## config.mk

```make
export PLATFORM = sky130hd
export DESIGN_NAME = serial_add_sequencer_flat
export DESIGN_NICKNAME = d
export VERILOG_FILES = /design/src/rtl/serial_add_sequencer_if.sv /design/src/rtl/serial_add_sequencer.sv /design/src/flat_wrapper.sv
export SDC_FILE = /design/constraint.sdc
export NUM_CORES = 1
export LEC_CHECK = 0
export ABC_AREA = 0
export CAP_MARGIN = 0
export CORE_MARGIN = 5
export CORE_UTILIZATION = 40
export DETAILED_ROUTE_END_ITERATION = 10
export SYNTH_ARGS = -nofsm -noshare
export SYNTH_HDL_FRONTEND = slang
export SYNTH_SLANG_ARGS = --single-unit
```

## constraint.sdc

```tcl
create_clock -name clk -period 2.05 [get_ports clk]
set_clock_uncertainty 0.05 [all_clocks]
set_input_delay 0.41 -clock clk [delete_from_list [all_inputs] [get_ports clk]]
set_output_delay 0.41 -clock clk [all_outputs]
set_load 0.05 [all_outputs]
```

## src/rtl/serial_add_sequencer_if.sv

```systemverilog
// Operand/result handshake bundle for serial_add_sequencer.
// The sub signal exists only when SERIAL_ADD_SUB_EN is defined.
interface serial_add_sequencer_if #(
  parameter int WIDTH = 8
);
  // Operand channel
  logic             in_valid;
  logic             in_ready;
  logic [WIDTH-1:0] a;
  logic [WIDTH-1:0] b;
  logic             cin;
`ifdef SERIAL_ADD_SUB_EN
  logic             sub;
`endif

  // Result channel
  logic             out_valid;
  logic             out_ready;
  logic [WIDTH-1:0] sum;
  logic             cout;

  // Producer/consumer side
  modport master (
`ifdef SERIAL_ADD_SUB_EN
    output sub,
`endif
    output in_valid,
    input  in_ready,
    output a,
    output b,
    output cin,
    input  out_valid,
    output out_ready,
    input  sum,
    input  cout
  );

  // Adder stage side
  modport slave (
`ifdef SERIAL_ADD_SUB_EN
    input  sub,
`endif
    input  in_valid,
    output in_ready,
    input  a,
    input  b,
    input  cin,
    output out_valid,
    input  out_ready,
    output sum,
    output cout
  );
endinterface

```

## src/rtl/serial_add_sequencer.sv

```systemverilog
// Bit-serial adder: one full-adder cell, registered carry, LSB-first over WIDTH clocks.
// Define SERIAL_ADD_SUB_EN to add the sub port (a - b via ~b and carry-in of 1).
module serial_add_sequencer #(
  parameter int WIDTH = 8
) (
  input  logic                  clk,
  input  logic                  rst_n,
  serial_add_sequencer_if.slave bus
);

  localparam int CNT_W = $clog2(WIDTH) + 1;

  if (WIDTH < 2) begin : g_width_check
    $error("serial_add_sequencer: WIDTH must be at least 2");
  end

  typedef enum logic [1:0] {
    ST_IDLE  = 2'd0,
    ST_SHIFT = 2'd1,
    ST_DONE  = 2'd2
  } state_e;

  state_e           state_q, state_d;
  logic [WIDTH-1:0] a_q, a_d;
  logic [WIDTH-1:0] b_q, b_d;
  logic [WIDTH-1:0] acc_q, acc_d;
  logic [WIDTH-1:0] sum_q, sum_d;
  logic             carry_q, carry_d;
  logic             cout_q, cout_d;
  logic             in_ready_q, in_ready_d;
  logic [CNT_W-1:0] cnt_q, cnt_d;

  logic bit_s;
  logic bit_c;
  logic last_bit;
  logic accept;
  logic sub_sel;

`ifdef SERIAL_ADD_SUB_EN
  assign sub_sel = bus.sub;
`else
  assign sub_sel = 1'b0;
`endif

  // The full-adder bit cell and handshake decode.
  always_comb begin
    bit_s    = a_q[0] ^ b_q[0] ^ carry_q;
    bit_c    = (a_q[0] & b_q[0]) | ((a_q[0] ^ b_q[0]) & carry_q);
    last_bit = (cnt_q == CNT_W'(WIDTH - 1));
    // in_ready_q is only ever high in IDLE, but it stays low for the first
    // cycle out of reset, so it gates acceptance as well.
    accept   = (state_q == ST_IDLE) && in_ready_q && bus.in_valid;
  end

  always_comb begin
    // NOTE: every variable gets a default before the case so that no path
    // leaves one unassigned; otherwise synthesis infers a latch.
    state_d = state_q;
    a_d     = a_q;
    b_d     = b_q;
    acc_d   = acc_q;
    sum_d   = sum_q;
    carry_d = carry_q;
    cout_d  = cout_q;
    cnt_d   = cnt_q;

    case (state_q)
      ST_IDLE: begin
        if (accept) begin
          a_d     = bus.a;
          b_d     = sub_sel ? ~bus.b : bus.b;
          carry_d = sub_sel ? 1'b1 : bus.cin;
          cnt_d   = '0;
          state_d = ST_SHIFT;
        end
      end

      ST_SHIFT: begin
        acc_d   = {bit_s, acc_q[WIDTH-1:1]};
        a_d     = a_q >> 1;
        b_d     = b_q >> 1;
        carry_d = bit_c;
        cnt_d   = cnt_q + CNT_W'(1);
        // Publish only the completed word so sum never shows partial bits.
        if (last_bit) begin
          sum_d   = acc_d;
          cout_d  = bit_c;
          state_d = ST_DONE;
        end
      end

      ST_DONE: begin
        if (bus.out_ready) begin
          state_d = ST_IDLE;
        end
      end

      default: begin
        state_d = ST_IDLE;
      end
    endcase

    in_ready_d = (state_d == ST_IDLE);
  end

  // NOTE: the datapath registers take the async reset too, because a reset
  // must abort the operation and clear the visible sum/cout immediately.
  always_ff @(posedge clk or negedge rst_n) begin
    if (!rst_n) begin
      state_q    <= ST_IDLE;
      a_q        <= '0;
      b_q        <= '0;
      acc_q      <= '0;
      sum_q      <= '0;
      carry_q    <= 1'b0;
      cout_q     <= 1'b0;
      cnt_q      <= '0;
      in_ready_q <= 1'b0;
    end else begin
      // NOTE: non-blocking assignments here so every flop samples the
      // pre-edge values regardless of statement order.
      state_q    <= state_d;
      a_q        <= a_d;
      b_q        <= b_d;
      acc_q      <= acc_d;
      sum_q      <= sum_d;
      carry_q    <= carry_d;
      cout_q     <= cout_d;
      cnt_q      <= cnt_d;
      in_ready_q <= in_ready_d;
    end
  end

  assign bus.in_ready  = in_ready_q;
  assign bus.out_valid = (state_q == ST_DONE);
  assign bus.sum       = sum_q;
  assign bus.cout      = cout_q;

endmodule

```

## src/flat_wrapper.sv

```systemverilog
// flat-port wrapper written by rule: the top's interface ports become plain ports
module serial_add_sequencer_flat 
#(
  parameter int WIDTH = 8
)
  (clk, rst_n, bus_in_valid, bus_in_ready, bus_a, bus_b, bus_cin, bus_out_valid, bus_out_ready, bus_sum, bus_cout);
  serial_add_sequencer_if #(.WIDTH(WIDTH)) bus_i ();
  input  logic clk;
  input  logic rst_n;
  input wire logic [$bits(bus_i.in_valid)-1:0] bus_in_valid;
  output wire logic [$bits(bus_i.in_ready)-1:0] bus_in_ready;
  input wire logic [$bits(bus_i.a)-1:0] bus_a;
  input wire logic [$bits(bus_i.b)-1:0] bus_b;
  input wire logic [$bits(bus_i.cin)-1:0] bus_cin;
  output wire logic [$bits(bus_i.out_valid)-1:0] bus_out_valid;
  input wire logic [$bits(bus_i.out_ready)-1:0] bus_out_ready;
  output wire logic [$bits(bus_i.sum)-1:0] bus_sum;
  output wire logic [$bits(bus_i.cout)-1:0] bus_cout;
  assign bus_i.in_valid = bus_in_valid;
  assign bus_in_ready = bus_i.in_ready;
  assign bus_i.a = bus_a;
  assign bus_i.b = bus_b;
  assign bus_i.cin = bus_cin;
  assign bus_out_valid = bus_i.out_valid;
  assign bus_i.out_ready = bus_out_ready;
  assign bus_sum = bus_i.sum;
  assign bus_cout = bus_i.cout;
  serial_add_sequencer #(.WIDTH(WIDTH)) u_core (.clk(clk), .rst_n(rst_n), .bus(bus_i));
endmodule
```

==> impl_metrics.py <==
metrics = {
    "timing": {
        "worst_slew_pin_slew_ns": 0.543,
        "fmax_mhz": 519,
        "finalHoldViolCount": 0,
        "min_period_over_period": 0.940,
        "tns_ns": 0,
        "slew_violations": 0,
        "finalCriticalPeriod_ns": 1.93,
        "setup_viol": 0,
        "slew_headroom": 0.637,
        "rsz0062_at_grt": "no",
    },
    "critical_path": {
        "cpLargestDelayFamily": "buffers and inverters",
        "cp.required_ns": 1.59,
        "arrival_ns": 1.47,
        "crit_slowest_cell": "clkdlybuf4s50_1",
        "worstSetupPathType": "reg -> out",
        "cp_max_fo": 2,
        "max_stage_delay_ns": 0.81,
        "crit_chain": "clkdlybuf4s50_1",
        "path_buf_inv": 1,
        "end_kind": "output port",
        "start_kind": "flip-flop",
    },
    "floorplanning": {
        "ios": 32,
        "die_area_um2": 5750,
        "start_util": 0.404,
        "die_w_um": 75.8,
        "dieHeight_um": 75.8,
        "rows": 24,
        "core-area_um2": 4290,
    },
    "yosys": {
        "netlist_area_um2": 1730,
        "synth.avg_cell_area_um2": 12.0,
        "synthCells": 144,
        "async_reset_ff_frac": 1.00,
        "ys_ff_latch": 40,
        "ys_warn_count": 0,
        "ys.flop_type": "dfrtp_1",
        "synth_nets": 167,
        "ys_types": 31,
        "synth_edf_count": 0,
        "synth-seq-area-share": 0.577,
    },
    "grt": {
        "grt_max_degree": 41,
        "antenna_found_initial": 0,
        "grt_overflow_total": 0,
        "grt_pass1_vias": 1320,
        "grt_util_all_layers": 0.142,
        "grt_pass1_wl_um": 6080,
    },
    "cells_and_area": {
        "area_growth_pct": 29.6,
        "regArea_um2": 1000,
        "final_nets": 203,
        "multiInputGateArea_um2": 687,
        "layout_common_cells": "40 x dfrtp_1, 28 x clkdlybuf4s50_1, 24 x o22ai_1",
        "fill_cells": 388,
        "drive_above_1_share": 0.215,
        "diodes": 0,
        "final_common_cell": "dfrtp_1",
    },
    "flow_run": {
        "cap_violations": 0,
    },
    "power_and_ir_drop": {
        "p_seq_frac": 0.368,
        "net-switching-power_mw": 1.53,
        "power_frac_comb": 0.459,
        "power.leakage_nw": 0.929,
        "power_density_nw_per_um2": 1730,
        "p_total_mw": 3.90,
        "swShare": 0.392,
        "ir_worst_vdd_mv": 0.685,
        "clkPwrFrac": 0.174,
        "internal_power_mw": 2.37,
    },
    "cts": {
        "cts_root_buf": "clkbuf_8",
        "cts_resized": 0,
        "cts_buffer_depth": 2,
        "cts_buffers": 5,
        "htreeDepth": 2,
        "clock_sinks": 40,
        "cts_tree": "done",
        "clk_latency_ns": 0.30,
        "path_clk_slew_ns": 0.08,
        "hold_buffers": 0,
        "post_cts_buffers": 0,
    },
    "detailed_routing": {
        "avgRoutedWirePerCell_um": 16.2,
        "via_per_inst": 5.63,
        "drc": 0,
        "antenna_left": 0,
        "vias": 1312,
        "first_iter_violations": 99,
        "wl_um": 3770,
        "drtPass1Iterations": 4,
    },
    "outcome": {
        "status": "finished clean",
    },
    "min_path": {
        "worstHoldPathType": "in -> async",
    },
    "place": {
        "gp_congestion": 0.743,
        "numPortBuffers": 31,
        "place_hpwl_um": 2540,
    },
}
==> final timing paths <==
check / start / to / slack [ns] / cells after the start
max: u_core.bus.sum[1] / bus_sum[1] / 0.12 / 1
min: rst_n / u_core.a_q[6] / 0.11 / 2
max reg2reg: u_core.cnt_q[0] / u_core.bus.sum[0] / 0.34 / 4
min reg2reg: u_core.a_q[3] / u_core.a_q[3] / 0.44 / 1
max in group asynchronous: rst_n / u_core.bus.sum[6] / 1.49 / 2
min in group clk: u_core.a_q[3] / u_core.a_q[3] / 0.44 / 1
==> kinds of logic after synthesis <==
kind of cell / after synthesis / share of synthesized area
and+or+nand+nor: 20 / 0.0671
AOI/OAI and AO/OA: 53 / 0.194
adders and majority gates: 2 / 0.0188
muxes: 18 / 0.116
buffers and inverters: 11 / 0.0267
DFF: 40 / 0.577
==> flip-flops by register name (all words and copies together) (netlist names) <==
name,flops
u_core.a_q,8
u_core.acc_q,7
u_core.b_q,8
u_core.bus.cout,1
u_core.bus.in_ready,1
u_core.bus.sum,8
u_core.carry_q,1
u_core.cnt_q,4
u_core.state_q,2
==> through the flow <==
stage / instances / instance area (µm²) / util / worst slack, ns / hold WS [ns]
2_1_floorplan: 144 / 1730 / - / 0.304 / 0.0644
3_5_place_dp: 225 / 2130 / 0.495 / 0.193 / 0.426
3_3_place_gp: 225 / 2130 / 0.495 / 0.266 / 0.423
5_1_grt: 233 / 2250 / 0.523 / 0.0775 / 0.165
6_report: 233 / 2250 / 0.523 / 0.123 / 0.115
4_1_cts: 233 / 2250 / 0.523 / 0.0976 / 0.133
==> layout make-up <==
class                   count  area share
flip-flops and latches     40       0.445
multi-input cells          93       0.306
repair buffers             38       0.163
clock buffers               6      0.0367
well taps                  52      0.0290
clock inverters             2      0.0173
inverters                   2     0.00334
==> power by group through the flow <==
stage	logic (mW)	registers (mW)	clock network [mW]
after detailed placement	1.79	1.45	0
final	1.79	1.43	0.677
after floorplan	0.975	1.72	0
after global routing	1.96	1.49	0.717
after CTS	1.81	1.44	0.691
after global placement	1.75	1.43	0
==> layer usage <==
layer / wire [µm] / vias to the layer above / GRT usage
met5: 0 / - / 0
met4: 63 / 0 / 0.0699
met3: 198 / 6 / 0.0330
met2: 1860 / 34 / 0.231
met1: 1650 / 653 / 0.177
li1: - / 619 / -
==> Yosys cell counts (2+ instances only) <==
cell type  instances  area share
o2bb2ai_1          4       0.020
dfrtp_1           40        0.58
mux2_2            17        0.11
nor2_1             5       0.011
nand2_1            3      0.0065
a21oi_1           13       0.038
a31oi_1            3       0.011
o22ai_1           24       0.087
a22oi_1            2      0.0087
and2_1             4       0.014
clkbuf_1           5       0.011
buf_2              4       0.012
o21ai_0            2      0.0058
No activity file was read; power rests on OpenSTA's default activity.
